[config.mk]
export PLATFORM = sky130hd
export DESIGN_NAME = axis_keying_scheduler
export DESIGN_NICKNAME = d
export VERILOG_FILES = /design/src/rtl/axis_keying_pkg.sv /design/src/rtl/edge_rise_det.sv /design/src/rtl/axis_keying_scheduler.sv
export SDC_FILE = /design/constraint.sdc
export NUM_CORES = 1
export LEC_CHECK = 0
export ABC_AREA = 1
export CORE_ASPECT_RATIO = 2
export CORE_MARGIN = 4
export CORE_UTILIZATION = 30
export CTS_BUF_LIST = sky130_fd_sc_hd__clkbuf_16
export DETAILED_ROUTE_END_ITERATION = 10
export HOLD_SLACK_MARGIN = 0.05
export PLACE_DENSITY = 0.49
export SYNTH_ARGS = -nofsm -noshare
export SYNTH_HDL_FRONTEND = slang
export SYNTH_SLANG_ARGS = --single-unit
[constraint.sdc]
create_clock -name aclk -period 4.7 [get_ports aclk]
set_input_delay 1.175 -clock aclk [delete_from_list [all_inputs] [get_ports aclk]]
set_output_delay 1.175 -clock aclk [all_outputs]
set_load 0.005 [all_outputs]
[src/rtl/axis_keying_pkg.sv]
// Shared types and timing constants for the AXI-Stream keying scheduler.
// The minimum period covers one full telemetry UART frame at the link prescale.
package axis_keying_pkg;

  typedef enum logic {
    IDLE = 1'b0,
    RUN  = 1'b1
  } state_t;

  localparam int unsigned UART_FRAME_BITS    = 54;
  localparam int unsigned UART_PRESCALE      = 63;
  localparam int unsigned MIN_PERIOD_DEFAULT = UART_FRAME_BITS * UART_PRESCALE;

endpackage

[src/rtl/edge_rise_det.sv]
// Rising-edge detector for a level input: one history register plus AND-NOT.
module edge_rise_det (
  input  logic aclk,
  input  logic aresetn,
  input  logic din,
  output logic rise
);

  logic din_d_reg;

  always_ff @(posedge aclk or negedge aresetn) begin
    if (!aresetn) begin
      din_d_reg <= 1'b0;
    end else begin
      din_d_reg <= din;
    end
  end

  assign rise = din & ~din_d_reg;

endmodule

[src/rtl/axis_keying_scheduler.sv]
// Appends a pulse key bit as the MSB of each passing AXI-Stream beat; pulse
// period, width and count are measured in transferred beats only.
module axis_keying_scheduler
  import axis_keying_pkg::*;
#(
  parameter int S_AXIS_TDATA_WIDTH = 39,
  parameter int M_AXIS_TDATA_WIDTH = 40,
  parameter int CNTR_WIDTH         = 32,
  parameter int MIN_PERIOD         = MIN_PERIOD_DEFAULT
) (
  input  logic                          aclk,
  input  logic                          aresetn,
  input  logic [CNTR_WIDTH-1:0]         cfg_period,
  input  logic [CNTR_WIDTH-1:0]         cfg_width,
  input  logic [CNTR_WIDTH-1:0]         cfg_count,
  input  logic                          start,
  input  logic                          stop,
  output logic                          busy,
  output logic                          done,
  output logic [CNTR_WIDTH-1:0]         pulse_cnt,
  output logic                          s_axis_tready,
  input  logic [S_AXIS_TDATA_WIDTH-1:0] s_axis_tdata,
  input  logic                          s_axis_tvalid,
  input  logic                          m_axis_tready,
  output logic [M_AXIS_TDATA_WIDTH-1:0] m_axis_tdata,
  output logic                          m_axis_tvalid
);

  localparam logic [CNTR_WIDTH-1:0] MIN_PER = CNTR_WIDTH'(MIN_PERIOD);
  localparam logic [CNTR_WIDTH-1:0] ONE     = CNTR_WIDTH'(1);

  state_t                state_reg, state_next;
  logic [CNTR_WIDTH-1:0] phase_reg, phase_next;
  logic [CNTR_WIDTH-1:0] pulse_cnt_reg, pulse_cnt_next;
  logic [CNTR_WIDTH-1:0] per_reg, per_next;
  logic [CNTR_WIDTH-1:0] wid_reg, wid_next;
  logic [CNTR_WIDTH-1:0] cnt_reg, cnt_next;
  logic                  stop_pending_reg, stop_pending_next;
  logic                  done_reg, done_next;
  logic                  enbl_reg;

  logic                  start_rise, stop_rise;
  logic                  xfer, key;
  logic [CNTR_WIDTH-1:0] per_eff, wid_eff, pulse_cnt_inc;

  edge_rise_det u_start_det (
    .aclk    (aclk),
    .aresetn (aresetn),
    .din     (start),
    .rise    (start_rise)
  );

  edge_rise_det u_stop_det (
    .aclk    (aclk),
    .aresetn (aresetn),
    .din     (stop),
    .rise    (stop_rise)
  );

  assign s_axis_tready = enbl_reg & m_axis_tready;
  assign m_axis_tvalid = enbl_reg & s_axis_tvalid;
  assign xfer          = s_axis_tvalid & s_axis_tready;

  assign key          = (state_reg == RUN) && (phase_reg < wid_reg);
  assign m_axis_tdata = {key, s_axis_tdata};

  // Width is kept below the period so every pulse starts with a fresh key edge.
  assign per_eff       = (cfg_period < MIN_PER) ? MIN_PER : cfg_period;
  assign wid_eff       = (cfg_width == '0) ? ONE :
                         (cfg_width > per_eff - ONE) ? per_eff - ONE : cfg_width;
  assign pulse_cnt_inc = pulse_cnt_reg + ONE;

  assign busy      = (state_reg == RUN);
  assign done      = done_reg;
  assign pulse_cnt = pulse_cnt_reg;

  always_ff @(posedge aclk or negedge aresetn) begin
    if (!aresetn) begin
      state_reg        <= IDLE;
      phase_reg        <= '0;
      pulse_cnt_reg    <= '0;
      per_reg          <= MIN_PER;
      wid_reg          <= ONE;
      cnt_reg          <= '0;
      stop_pending_reg <= 1'b0;
      done_reg         <= 1'b0;
      enbl_reg         <= 1'b0;
    end else begin
      state_reg        <= state_next;
      phase_reg        <= phase_next;
      pulse_cnt_reg    <= pulse_cnt_next;
      per_reg          <= per_next;
      wid_reg          <= wid_next;
      cnt_reg          <= cnt_next;
      stop_pending_reg <= stop_pending_next;
      done_reg         <= done_next;
      enbl_reg         <= 1'b1;
    end
  end

  always_comb begin
    state_next        = state_reg;
    phase_next        = phase_reg;
    pulse_cnt_next    = pulse_cnt_reg;
    per_next          = per_reg;
    wid_next          = wid_reg;
    cnt_next          = cnt_reg;
    stop_pending_next = stop_pending_reg;
    done_next         = 1'b0;

    case (state_reg)
      IDLE: begin
        if (start_rise) begin
          per_next          = per_eff;
          wid_next          = wid_eff;
          cnt_next          = cfg_count;
          phase_next        = '0;
          pulse_cnt_next    = '0;
          stop_pending_next = 1'b0;
          state_next        = RUN;
        end
      end
      RUN: begin
        if (stop_rise) begin
          stop_pending_next = 1'b1;
        end
        if (xfer) begin
          if (phase_reg == per_reg - ONE) begin
            phase_next     = '0;
            pulse_cnt_next = pulse_cnt_inc;
            // Stops only take effect on a period boundary, never mid-pulse.
            if (((cnt_reg != '0) && (pulse_cnt_inc == cnt_reg)) || stop_pending_reg) begin
              state_next = IDLE;
              done_next  = 1'b1;
            end
          end else begin
            phase_next = phase_reg + ONE;
          end
        end
      end
      default: begin
        state_next = IDLE;
      end
    endcase
  end

endmodule

# After elaboration in Yosys (flattened, before gate mapping)
# Cells that the tools add are included.
# word_totals
reg_bits	166
latchBits	0
ram_bits	0
mem_bits_ro	0
wordCells	63
memories	0
# classes
addsub	4
mul	0
n_div	0
magnitude_cmp	3
eq_ne	6
shifts	0
n_mux	22
bitwise_logic	8
n_reduce_logical	9
# ops
op	n
$mux 32	8
$pmux 32 s2	2
$add 32x1->32 const B	2
$eq 32x32->1	2
$sub 32x1->32 const B	2
$gt 32x32->1	1
$logic_not 32->1	1
$lt 32x12->1 const B	1
$lt 32x32->1	1
$reduce_bool 32->1	1
$mux 1	10
$ne 2x1->1 const B	3
$reduce_and 2->1	3
$and 1x1->1	5
$pmux 1 s2	2
$not 1->1	3
$reduce_and 3->1	1
$logic_and 1x1->1	2
$ne 2x2->1 const B	1
$logic_or 1x1->1	1

# Logic depth before layout (Yosys ltp)
# logic_depth
word_depth	8
depth_mapped	33

# By module
# A second synthesis with hierarchy kept.
# unflattened
cells_unflattened	2090
area_unflattened_um2	13540.5
# modules_own_cells
mod	instances	cells_each	area_per_inst_um2	seq_area_each_um2
axis_keying_scheduler	1	2084	13470.4	4112.7
edge_rise_det	2	3	35.0	25.0

# Worst setup path after synthesis
# OpenSTA, ideal clock, no wires.
# synth_path
kind	input -> register
from	in cfg_period[10]
to	reg wid_reg[30]
setup_time_ns	0.116
arrival_time_ns	5.057
t_required_ns	4.584
slack_ns	-0.473
path_stages	29
path_buffers	4
path_cell_list	inv_1 -> nor4_1 -> o21ai_0 -> nand2_1 -> buf_2 -> buf_2 -> inv_1 -> nor2_1 -> ha_1 -> inv_1 -> nor2_1 -> nand3_1 -> nor2_2 -> nand2_1 -> nor2_1 -> nand3_1 -> and2_1 -> ha_1 -> nand2_1 -> inv_1 -> nand3_1 -> nor3_1 -> nand2_1 -> a21boi_1 -> buf_2 -> buf_2 -> nand3_1 -> nand2_1 -> nand2_1
# synth_between
elab_chain_len	6
# synth_lines
item	line_no	rtl
from (decl)	axis_keying_scheduler.sv:13	input logic [CNTR_WIDTH-1:0] cfg_period,
$lt 32x12->1	axis_keying_scheduler.sv:68	assign per_eff = (cfg_period < MIN_PER) ? MIN_PER : cfg_period;
$mux 32 (*)	axis_keying_scheduler.sv:68	
$sub 32x1->32 (*)	axis_keying_scheduler.sv:70	(cfg_width > per_eff - ONE) ? per_eff - ONE : cfg_width;
$gt 32x32->1	axis_keying_scheduler.sv:70	
$mux 32 (*)	axis_keying_scheduler.sv:70	
$mux 32 (*)	axis_keying_scheduler.sv:69	assign wid_eff = (cfg_width == '0) ? ONE :
to (signal assigned)	axis_keying_scheduler.sv:93	wid_reg <= wid_next;
to (decl)	axis_keying_scheduler.sv:36	logic [CNTR_WIDTH-1:0] wid_reg, wid_next;
# Every way passes the cells marked *; elsewhere a longest branch is shown, timed or not.
# A chain may end at the register's enable or synchronous reset.

# Worst setup path in the final report
# layout_path
from	in cfg_period[23]
to	reg wid_reg[27]
# Same word-level chain as after synthesis.

==> results.cfg <==
[detailed_routing]
detail_route.iter0.violations = 614
vias = 14800
ant_nets = 0
viasPerCell = 4.91
firstDrtPassIters = 6
wl_per_cell_um = 19.0
drt_wl_total_um = 57400
drc_errors = 0

[finish]
seq_area_um2 = 4160
layout-drive-gt1-share = 0.215
multi_input_area_um2 = 8660
diodes = 0
syn_to_final_growth_pct = 38.5
stdcell_count = 3019
nFillCells = 4761
nets = 2659
fin_util = 0.422

[power]
p_clk_frac = 0.281
finalPower_uw = 5150
ir_drop_mv = 0.281
leakagePower_uw = 0.00905
powerDensity_nw_per_um2 = 275
p_comb_frac = 0.343
p_int_uw = 3210
seq_power_share = 0.376
p_switching_uw = 1940
p_sw_frac = 0.377

[sta]
whs_ps = 439
finalSetupTns_ps = -166
slew_headroom = 0.317
period_needed_ps = 4720
setup_slack_ps = -20.5
max_freq_ghz = 0.212
hold_viol = 0
worst_pin_slew_ps = 1020
rsz0062_at_grt = yes
drv_slew = 0
fin_skew_ps = 11.2
fin_crit_sh = 1.00
setup_viol = 19

[job]
cap_violations = 0

[floorplanning]
initial_utilization = 0.304
rows = 109
core_area_um2 = 44500
ios = 217
dieArea_um2 = 48800
die_width_um = 158
die_h_um = 308

[hold_path]
min_from = u_stop_det.din_d_reg$_DFF_PN0_
min_to = stop_pending_reg$_DFFE_PN0P_
hold_class = reg -> reg
holdPathStages = 1

[cts]
clkSlewWorstSetupHoldPaths_ps = 70
cts_buffers = 17
clk_latency_ps = 460
cts_tree = built
ctsHoldBuffers = 0
ctsRootBufferMaster = clkbuf_16
cts_buffer_depth = 2
htree_levels = 4
clkSinkCount = 166

[global_routing]
met3_usage = 0.0236
met1_usage = 0.208
grt_pass1_vias = 15600
grt_antenna_before_repair = 0
grt.total_usage = 0.235
overflow = 0
gr-usage-met2 = 0.450
grt_max_degree = 80
grt_pass1_wl_um = 86200
grt.busiest_layer = met2

[synth]
yosysSeqAreaShare = 0.308
synth_nets = 2290
synth_area_um2 = 13500
synth_cell_type_count = 45
avgSynthCellArea_um2 = 6.50
async_flop_share = 1.00
ys_seq_elements = 166
synth_most_common_cell = nand2_1
synthCells = 2082
synth-edff-count = 0
synth_commonest_cells = nand2_1, nor2_1, inv_1, nand3_1, dfrtp_1
synth_largest_area_cell = dfrtp_1
synthFlopType = dfrtp_1
ys_top_cells_by_area = dfrtp_1, nand2_1, nor2_1
yosysWarnings = 0
synth_top_cell_area_share = 0.294

[worst_setup_path]
reg2reg_depth = 14
required_ps = 5040
r2r_slack_ps = 1140
worstPathArrival_ps = 5060
r2r-start = per_reg[0]$_DFFE_PN0P_
slowest_stage = nor3_4
cpMostUsedCell = nor2_4
cp-start-kind = input port
rr_endpoint = pulse_cnt[13]$_DFFE_PN0P_
worstSetupPathType = in -> reg
path_max_fanout = 9
max_stage_delay_ps = 310
crit_path_end_kind = register

[outcome]
status = finished with violations
failed_checks = negative setup slack

[placement]
io_buffers = 138
dp_cells = 2871
dp_hpwl_um = 45400
gp_congestion = 0.951
-- worst max path at each step --
| stage | startpoint | endpoint | slack, ps |
|---|---|---|---|
| finish | cfg_period[23] | wid_reg[27]$_DFFE_PN0P_ | -20 |
| global route | cfg_period[23] | wid_reg[8]$_DFFE_PN0P_ | -150 |
| CTS | cfg_period[13] | wid_reg[10]$_DFFE_PN0P_ | -40 |
| detailed placement | cfg_period[21] | wid_reg[11]$_DFFE_PN0P_ | -1310 |
| global placement | cfg_period[21] | wid_reg[29]$_DFFE_PN0P_ | -1270 |
| floorplan | cfg_period[10] | wid_reg[12]$_DFFE_PN0P_ | -9 |
-- critical path: cells and delay by family --
kind	cells	cell delay, ps
fa+ha+maj	2	400
buf+inv	7	710
simple gates	20	2510
compound gates	1	230
-- layer usage --
metal	part of all wire	routed length (um)	up-vias
li1	-	-	7381
met1	0.32	18200	6779
met2	0.54	31100	450
met3	0.033	1880	222
met4	0.11	6230	0
met5	0	0	-
-- final cells by class --
class,count,area share
Inverter,235,0.0483
Multi-Input combinational cell,1591,0.462
Clock inverter,15,0.00814
Timing Repair Buffer,440,0.200
Tap cell,555,0.0370
Clock buffer,17,0.0227
Sequential cell,166,0.222
-- metrics by stage --
step           instance area, um^2  setup WS (ps)
5_1_grt                      18700           -149
3_3_place_gp                 16600          -1270
4_1_cts                      18300          -40.6
2_1_floorplan                13600          -8.85
6_report                     18700          -20.5
3_5_place_dp                 16600          -1310
-- kinds of logic after synthesis --
family,count (synthesis),share of synthesized area
xor gates and xnor gates,78,0.0535
AOI/OAI and AO/OA,183,0.0715
other,1,0.000277
buffers and inverters,325,0.104
DFF,166,0.308
and+or+nand+nor,1262,0.401
adders and majority gates,67,0.0619
-- layout by cell type (no fill, tap or decap), types with 15 or more instances in the layout --
master and instances:
nand2_1 622, buf_4 283, nor2_1 235, inv_1 199
nand3_1 165, dfrtp_1 159, clkdlybuf4s50_1 106, o21ai_0 90
ha_1 60, xor2_1 58, nand4_1 47, a21oi_1 37
inv_2 28, nand3b_1 27, nor3_1 25, o21ai_1 23
nor2_4 21, nor2_2 21, nand2_2 19, clkbuf_16 19
and2_1 17, nand3_2 17, xnor2_1 15
-- repair_timing --
| action | 4_1_cts | 5_1_grt |
|---|---|---|
| endpoints found under the setup margin | 32 | 33 |
| gates cloned | 4 | 2 |
| gates resized for setup | 200 | 114 |
| setup buffers | 110 | 13 |
| hold endpoints to repair | 0 | 0 |
| pin swaps | 36 | 68 |
-- power by group through the flow --
stage          Clock [uW]  Sequential (uW)  Combinational (uW)
2_1_floorplan           0             1840                1080
3_3_place_gp            0             1950                1570
3_5_place_dp            0             1960                1600
4_1_cts              1500             1930                1730
5_1_grt              1550             1970                2000
6_report             1450             1930                1770
Note: power is estimated with default switching activity, not from simulation.
